### src/rtl/qam16_demod.sv
// Coherent 16-QAM demapper: I/Q integrate-and-dump correlators, quadrant and
// amplitude slicer, and an MSB-first serializer for the decided 4-bit code.
// Pipeline: input capture -> multiply -> accumulate -> slice/serialize, so a
// symbol whose last sample is accepted at edge T is decided at edge T+3.
module qam16_demod #(
  parameter int unsigned SYM_LEN = 16,
  parameter int unsigned ACC_W   = 42
) (
  input  logic                    clk,
  input  logic                    reset,
  input  logic signed [17:0]      sample_in,
  input  logic signed [15:0]      cos_ref,
  input  logic signed [15:0]      sin_ref,
  input  logic                    sample_valid,
  input  logic                    sym_sync,
  input  logic [ACC_W-1:0]        thresh,
  output logic [3:0]              sym_out,
  output logic                    sym_valid,
  output logic                    bit_out,
  output logic                    bit_valid
);

  localparam int unsigned CntW = (SYM_LEN > 1) ? $clog2(SYM_LEN) : 1;
  localparam logic [CntW-1:0] LastCnt = CntW'(SYM_LEN - 1);

  // Sample position bookkeeping
  logic [CntW-1:0] scnt_q;
  logic [CntW-1:0] cur_cnt;
  logic            in_start;
  logic            in_last;

  // Input capture stage
  logic                s0_valid_q;
  logic                s0_start_q;
  logic                s0_last_q;
  logic signed [17:0]  s0_sample_q;
  logic signed [15:0]  s0_cos_q;
  logic signed [15:0]  s0_sin_q;

  // Multiply stage
  logic signed [33:0]  pi_d;
  logic signed [33:0]  pq_d;
  logic signed [33:0]  pi_q;
  logic signed [33:0]  pq_q;
  logic                s1_valid_q;
  logic                s1_start_q;
  logic                s1_last_q;

  // Accumulate stage
  logic signed [ACC_W-1:0] pi_ext;
  logic signed [ACC_W-1:0] pq_ext;
  logic signed [ACC_W-1:0] acc_re_q;
  logic signed [ACC_W-1:0] acc_im_q;
  logic                    dump_q;

  // Slicer and serializer
  logic             neg_i;
  logic             neg_q;
  logic [ACC_W:0]   mag_i;
  logic [ACC_W:0]   mag_q;
  logic [3:0]       code;
  logic [3:0]       sh_q;
  logic [1:0]       bcnt_q;
  logic             busy_q;

  // Position of the incoming sample; a qualified sync restarts the symbol
  always_comb begin
    cur_cnt  = sym_sync ? '0 : scnt_q;
    in_start = (cur_cnt == '0);
    in_last  = (cur_cnt == LastCnt);
  end

  // Capture the qualified sample with its start/last flags and advance the counter
  always_ff @(posedge clk) begin
    if (reset) begin
      scnt_q      <= '0;
      s0_valid_q  <= 1'b0;
      s0_start_q  <= 1'b0;
      s0_last_q   <= 1'b0;
      s0_sample_q <= '0;
      s0_cos_q    <= '0;
      s0_sin_q    <= '0;
    end else begin
      s0_valid_q <= sample_valid;
      if (sample_valid) begin
        s0_sample_q <= sample_in;
        s0_cos_q    <= cos_ref;
        s0_sin_q    <= sin_ref;
        s0_start_q  <= in_start;
        s0_last_q   <= in_last;
        scnt_q      <= in_last ? '0 : cur_cnt + CntW'(1);
      end
    end
  end

  // Signed 18x16 products; the low 34 bits of a 34x34 product are exact here
  always_comb begin
    pi_d = $signed({{16{s0_sample_q[17]}}, s0_sample_q}) * $signed({{18{s0_cos_q[15]}}, s0_cos_q});
    pq_d = $signed({{16{s0_sample_q[17]}}, s0_sample_q}) * $signed({{18{s0_sin_q[15]}}, s0_sin_q});
  end

  // Register products and delay the sample flags alongside them
  always_ff @(posedge clk) begin
    if (reset) begin
      pi_q       <= '0;
      pq_q       <= '0;
      s1_valid_q <= 1'b0;
      s1_start_q <= 1'b0;
      s1_last_q  <= 1'b0;
    end else begin
      s1_valid_q <= s0_valid_q;
      if (s0_valid_q) begin
        pi_q       <= pi_d;
        pq_q       <= pq_d;
        s1_start_q <= s0_start_q;
        s1_last_q  <= s0_last_q;
      end
    end
  end

  // Sign-extend products to accumulator width
  always_comb begin
    pi_ext = {{(ACC_W-34){pi_q[33]}}, pi_q};
    pq_ext = {{(ACC_W-34){pq_q[33]}}, pq_q};
  end

  // Integrate-and-dump: a start product reloads, the last product flags the dump
  always_ff @(posedge clk) begin
    if (reset) begin
      acc_re_q <= '0;
      acc_im_q <= '0;
      dump_q   <= 1'b0;
    end else begin
      dump_q <= s1_valid_q & s1_last_q;
      if (s1_valid_q) begin
        acc_re_q <= s1_start_q ? pi_ext : acc_re_q + pi_ext;
        acc_im_q <= s1_start_q ? pq_ext : acc_im_q + pq_ext;
      end
    end
  end

  // Slice: quadrant from signs, amplitude bits from magnitudes (one extra bit
  // so the most negative accumulation does not wrap)
  always_comb begin
    neg_i = acc_re_q[ACC_W-1];
    neg_q = acc_im_q[ACC_W-1];
    mag_i = neg_i ? ({1'b0, ~acc_re_q} + {{ACC_W{1'b0}}, 1'b1}) : {1'b0, acc_re_q};
    mag_q = neg_q ? ({1'b0, ~acc_im_q} + {{ACC_W{1'b0}}, 1'b1}) : {1'b0, acc_im_q};
    code  = {neg_q, neg_i ^ neg_q, (mag_q >= {1'b0, thresh}), (mag_i >= {1'b0, thresh})};
  end

  // Register the decision and shift it out MSB first; a new load restarts at MSB
  always_ff @(posedge clk) begin
    if (reset) begin
      sym_out   <= '0;
      sym_valid <= 1'b0;
      sh_q      <= '0;
      bcnt_q    <= '0;
      busy_q    <= 1'b0;
    end else begin
      sym_valid <= dump_q;
      if (dump_q) begin
        sym_out <= code;
        sh_q    <= code;
        bcnt_q  <= '0;
        busy_q  <= 1'b1;
      end else if (busy_q) begin
        sh_q    <= {sh_q[2:0], 1'b0};
        bcnt_q  <= bcnt_q + 2'd1;
        busy_q  <= (bcnt_q != 2'd3);
      end
    end
  end

  assign bit_out   = busy_q & sh_q[3];
  assign bit_valid = busy_q;

endmodule

### config.mk
export PLATFORM = sky130hd
export DESIGN_NAME = qam16_demod
export DESIGN_NICKNAME = d
export VERILOG_FILES = /design/src/rtl/qam16_demod.sv
export SDC_FILE = /design/constraint.sdc
export NUM_CORES = 2
export LEC_CHECK = 0
export BUFFER_PORTS_ARGS = -buffer_cell sky130_fd_sc_hd__clkbuf_2
export CAP_MARGIN = 15
export CELL_PAD_IN_SITES_DETAIL_PLACEMENT = 0
export CELL_PAD_IN_SITES_GLOBAL_PLACEMENT = 1
export CORE_AREA = 2 2 358 360
export DETAILED_ROUTE_END_ITERATION = 16
export DIE_AREA = 0 0 360 362
export GPL_TIMING_DRIVEN = 0
export PLACE_DENSITY = 0.56
export SLEW_MARGIN = 30
export SYNTH_ARGS = -nofsm -noshare
export SYNTH_HDL_FRONTEND = slang
export SYNTH_SLANG_ARGS = --single-unit
### constraint.sdc
create_clock -name clk -period 7.3 [get_ports clk]
set_clock_uncertainty 0.05 [all_clocks]
set_input_delay 0 -clock clk [delete_from_list [all_inputs] [get_ports clk]]
set_output_delay 0 -clock clk [all_outputs]
set_load 0.01 [all_outputs]
==> flow_summary.json <==
{
  "worst-path-max-fanout": 10,
  "grt_pass1_wl_um": 208000,
  "dpl_worst_slack_ps": -907,
  "num-fill-cells": 13464,
  "grt.total_usage_pct": 21.3,
  "drv_slew": 0,
  "p_leak_nw": 20.4,
  "drive_gt1_share_pct": 6.74,
  "synth-seq-area-share_pct": 11.9,
  "synth-edff-count": 0,
  "cts_setup_buffers": 0,
  "clock_tree.root_cell": "clkbuf_16",
  "slew_headroom_pct": 29.9,
  "synth_top_area_cell": "fa_1",
  "port_buffers": 101,
  "wl_per_cell_um": 22.0,
  "antenna_found_initial": 10,
  "cp_data_required_time_ps": 7730,
  "syn-cell-area_um2": 37700,
  "insertion_delay_ps": 620,
  "ys_ff_latch": 225,
  "place_hpwl_um": 113000,
  "ant_nets": 0,
  "initial_utilization_pct": 29.8,
  "dp_cells": 6165,
  "setup_ws_ps": 260,
  "ir_worst_vdd_mv": 0.155,
  "nNetsFinal": 5595,
  "finalSetupViolations": 0,
  "power.density_nw_per_um2": 140,
  "ys_types": 66,
  "fmax_mhz": 142,
  "viasPerCell": 4.83,
  "area_delta_synth_final_pct": 12.1,
  "coreArea_um2": 127000,
  "synthFlopType": "dfxtp_1",
  "status": "finished, final reports clean",
  "dieArea_um2": 130000,
  "row_count": 131,
  "cp_slowest_stage_delay_ps": 560,
  "wirelength_um": 138000,
  "cts_max_level": 2,
  "drtIter0Drc": 1765,
  "r2r_setup_slack_ps": 260,
  "die_y_um": 362,
  "power_mw": 5.93,
  "endpoint_kind": "flop",
  "timing_hold_violations_final": 0,
  "vias": 30261,
  "grt_max_degree": 16,
  "synth_warnings": 0,
  "ys_async_sr_fraction_pct": 0,
  "path_clk_slew_ps": 60,
  "worstMarginPinSlew_ps": 1050,
  "first_pass_iters": 5,
  "period_needed_ps": 7040,
  "io_pins": 103,
  "critPathKind": "flop to flop",
  "worst_setup_path_start_kind": "flop",
  "routabilityCongestion": 0.873,
  "fin_cells": 6264,
  "route.detailed.drc": 0,
  "worstPathArrival_ps": 7470,
  "cap_violations": 0,
  "synth_top_area_share_pct": 30.9,
  "finalCritPeriodShare_pct": 96.4,
  "synthTopCellsByArea": "fa_1, dfxtp_1, ha_1",
  "dieWidth_um": 360,
  "cts_tree": "yes",
  "clock_sinks": 225,
  "grt_overflow": 0,
  "synthCells": 4399,
  "critical_path.most_common_cell": "fa_1",
  "cts_buffers": 35,
  "synth_nets": 5420,
  "grt_pass1_vias": 31631,
  "cts.path.max_buffers": 3,
  "hold_path_class": "input pin to flop",
  "avgSynthCellArea_um2": 8.57,
  "critPathSlowestCell": "dfxtp_1"
}
-- path summary, 6_finish.rpt --
| kind | startpoint | to | cells past startpoint |
|---|---|---|---|
| setup / recovery | s0_cos_q[6]$_SDFFE_PP0P_ | pi_q[28]$_SDFFE_PP0P_ | 25 |
| hold / removal | thresh[34] | sym_out[1]$_SDFFE_PP0P_ | 7 |
| hold reg to reg | sym_out[1]$_SDFFE_PP0P_ | sym_out[1]$_SDFFE_PP0P_ | 2 |
| setup reg to reg | s0_cos_q[6]$_SDFFE_PP0P_ | pi_q[28]$_SDFFE_PP0P_ | 25 |
-- timing repair --
item,CTS,global route
pin swaps,0,1
hold buffers,53,0
setup endpoints to repair,22,14
gates resized for setup,85,95
endpoints found under the hold margin,58,0
-- logic make-up (layout without fill, tap and decap cells) --
group	after synthesis	in the layout	share of synthesized area, %
other	0	1	0
buffers and inverters	936	1138	9.32
AO/OA/AOI/OAI	680	680	11.8
adder cells (fa/ha/maj)	925	925	42.3
XOR/XNOR	214	214	4.97
multiplexers	112	112	2.99
flip-flops	225	225	11.9
AND/OR/NAND/NOR	1307	1307	16.7
-- layer usage --
metal	track usage, %	routed length, um	up-vias
li1	-	-	14477
met1	29.5	65300	14880
met2	34.4	61200	717
met3	2.85	6600	183
met4	6.43	4730	4
met5	0	23	-
-- flip-flops by register name (all words and copies together) (netlist names) --
name and count:
acc_im_q 42, acc_re_q 42, pi_q 34, pq_q 34, s0_sample_q 18, s0_cos_q 16
s0_sin_q 16, scnt_q 4, sh_q 4, sym_out 4, bcnt_q 2, bit_valid 1
dump_q 1, s0_last_q 1, s0_start_q 1, s0_valid_q 1, s1_last_q 1, s1_start_q 1
s1_valid_q 1, sym_valid 1
-- per-stage QoR --
stage | util [%] | setup TNS (ps) | hold slack, ps | cell area, um^2
finish | 33.4 | 0 | 110 | 42300
global route | 33.3 | -0.876 | 118 | 42300
CTS | 33.3 | 0 | 74.0 | 42100
detailed placement | 31.8 | -7610 | 192 | 40400
global placement | 31.8 | -8210 | 187 | 40300
floorplan | - | 0 | 97.5 | 37700
-- critical path: cells and delay by family (launching register included) --
kind	cells	cell delay, ps
DFF	1	560
AOI/OAI and AO/OA	11	2140
buffers and inverters	6	780
adders and majority gates	7	3210
and+or+nand+nor	1	170
-- final cells by class --
class                      instances  area [um^2]  share of cell area, %
antenna                            1         2.50                0.00592
buffer                           182          872                   2.06
clock buffer                      48          995                   2.35
clock inverter                    16          193                  0.456
inverter                         735         2760                   6.53
multi-input combinational       3238        29700                   70.4
sequential                       225         4540                   10.7
tap                             1662         2080                   4.92
timing repair buffer             157         1070                   2.53
-- where the power goes --
part | internal, mW | switching [mW] | leakage, nW
clock network | 1.04 | 0.764 | 0.579
logic | 1.03 | 1.59 | 18.0
registers | 1.32 | 0.183 | 1.85
-- placed cells by master (no fill, tap or decap), types with 12 or more instances in the layout --
cell type      netlist  layout
a211oi_1            27      26
a21o_1              86      86
a21oi_1            162     160
a311oi_1            26      26
a31oi_1             23      22
and2_1             276     276
and3_1              12      12
buf_1               26      16
buf_2                0      13
clkbuf_1           175      85
clkbuf_16            0      35
clkbuf_2             0     143
clkbuf_4             0      24
dfxtp_1            225     200
dfxtp_2              0      23
dlygate4sd3_1        0      53
fa_1               582     582
ha_1               343     343
inv_1              732     732
mux2i_1            108     107
nand2_1            456     456
nand2b_1            43      43
nand3_1             42      42
nand4_1             33      33
nor2_1             302     302
nor2b_1             30      30
nor3_1              37      37
nor4_1              13      13
o211ai_1            37      37
o21a_1              35      35
o21ai_0            142     138
o21bai_1            29      29
o31ai_1             36      36
o41ai_1             13      13
or3_1               17      17
or4_1               15      15
xnor2_1            176     175
xor2_1              38      38
-- Yosys cell counts, types with 4 or more instances --
cell type / number
a2111oi_0: 5
a211o_1: 4
a211oi_1: 27
a21boi_0: 5
a21o_1: 86
a21oi_1: 162
a311oi_1: 26
a31oi_1: 23
and2_1: 276
and3_1: 12
and4_1: 7
buf_1: 26
clkbuf_1: 175
dfxtp_1: 225
fa_1: 582
ha_1: 343
inv_1: 732
mux2_2: 4
mux2i_1: 108
nand2_1: 456
nand2b_1: 43
nand3_1: 42
nand4_1: 33
nor2_1: 302
nor2b_1: 30
nor3_1: 37
nor3b_1: 5
nor4_1: 13
o211a_1: 5
o211ai_1: 37
o21a_1: 35
o21ai_0: 142
o21bai_1: 29
o221ai_1: 7
o22ai_1: 8
o311ai_0: 4
o31ai_1: 36
o41ai_1: 13
or2_2: 8
or3_1: 17
or4_1: 15
xnor2_1: 176
xor2_1: 38
Power figures use the tool's default switching activity.
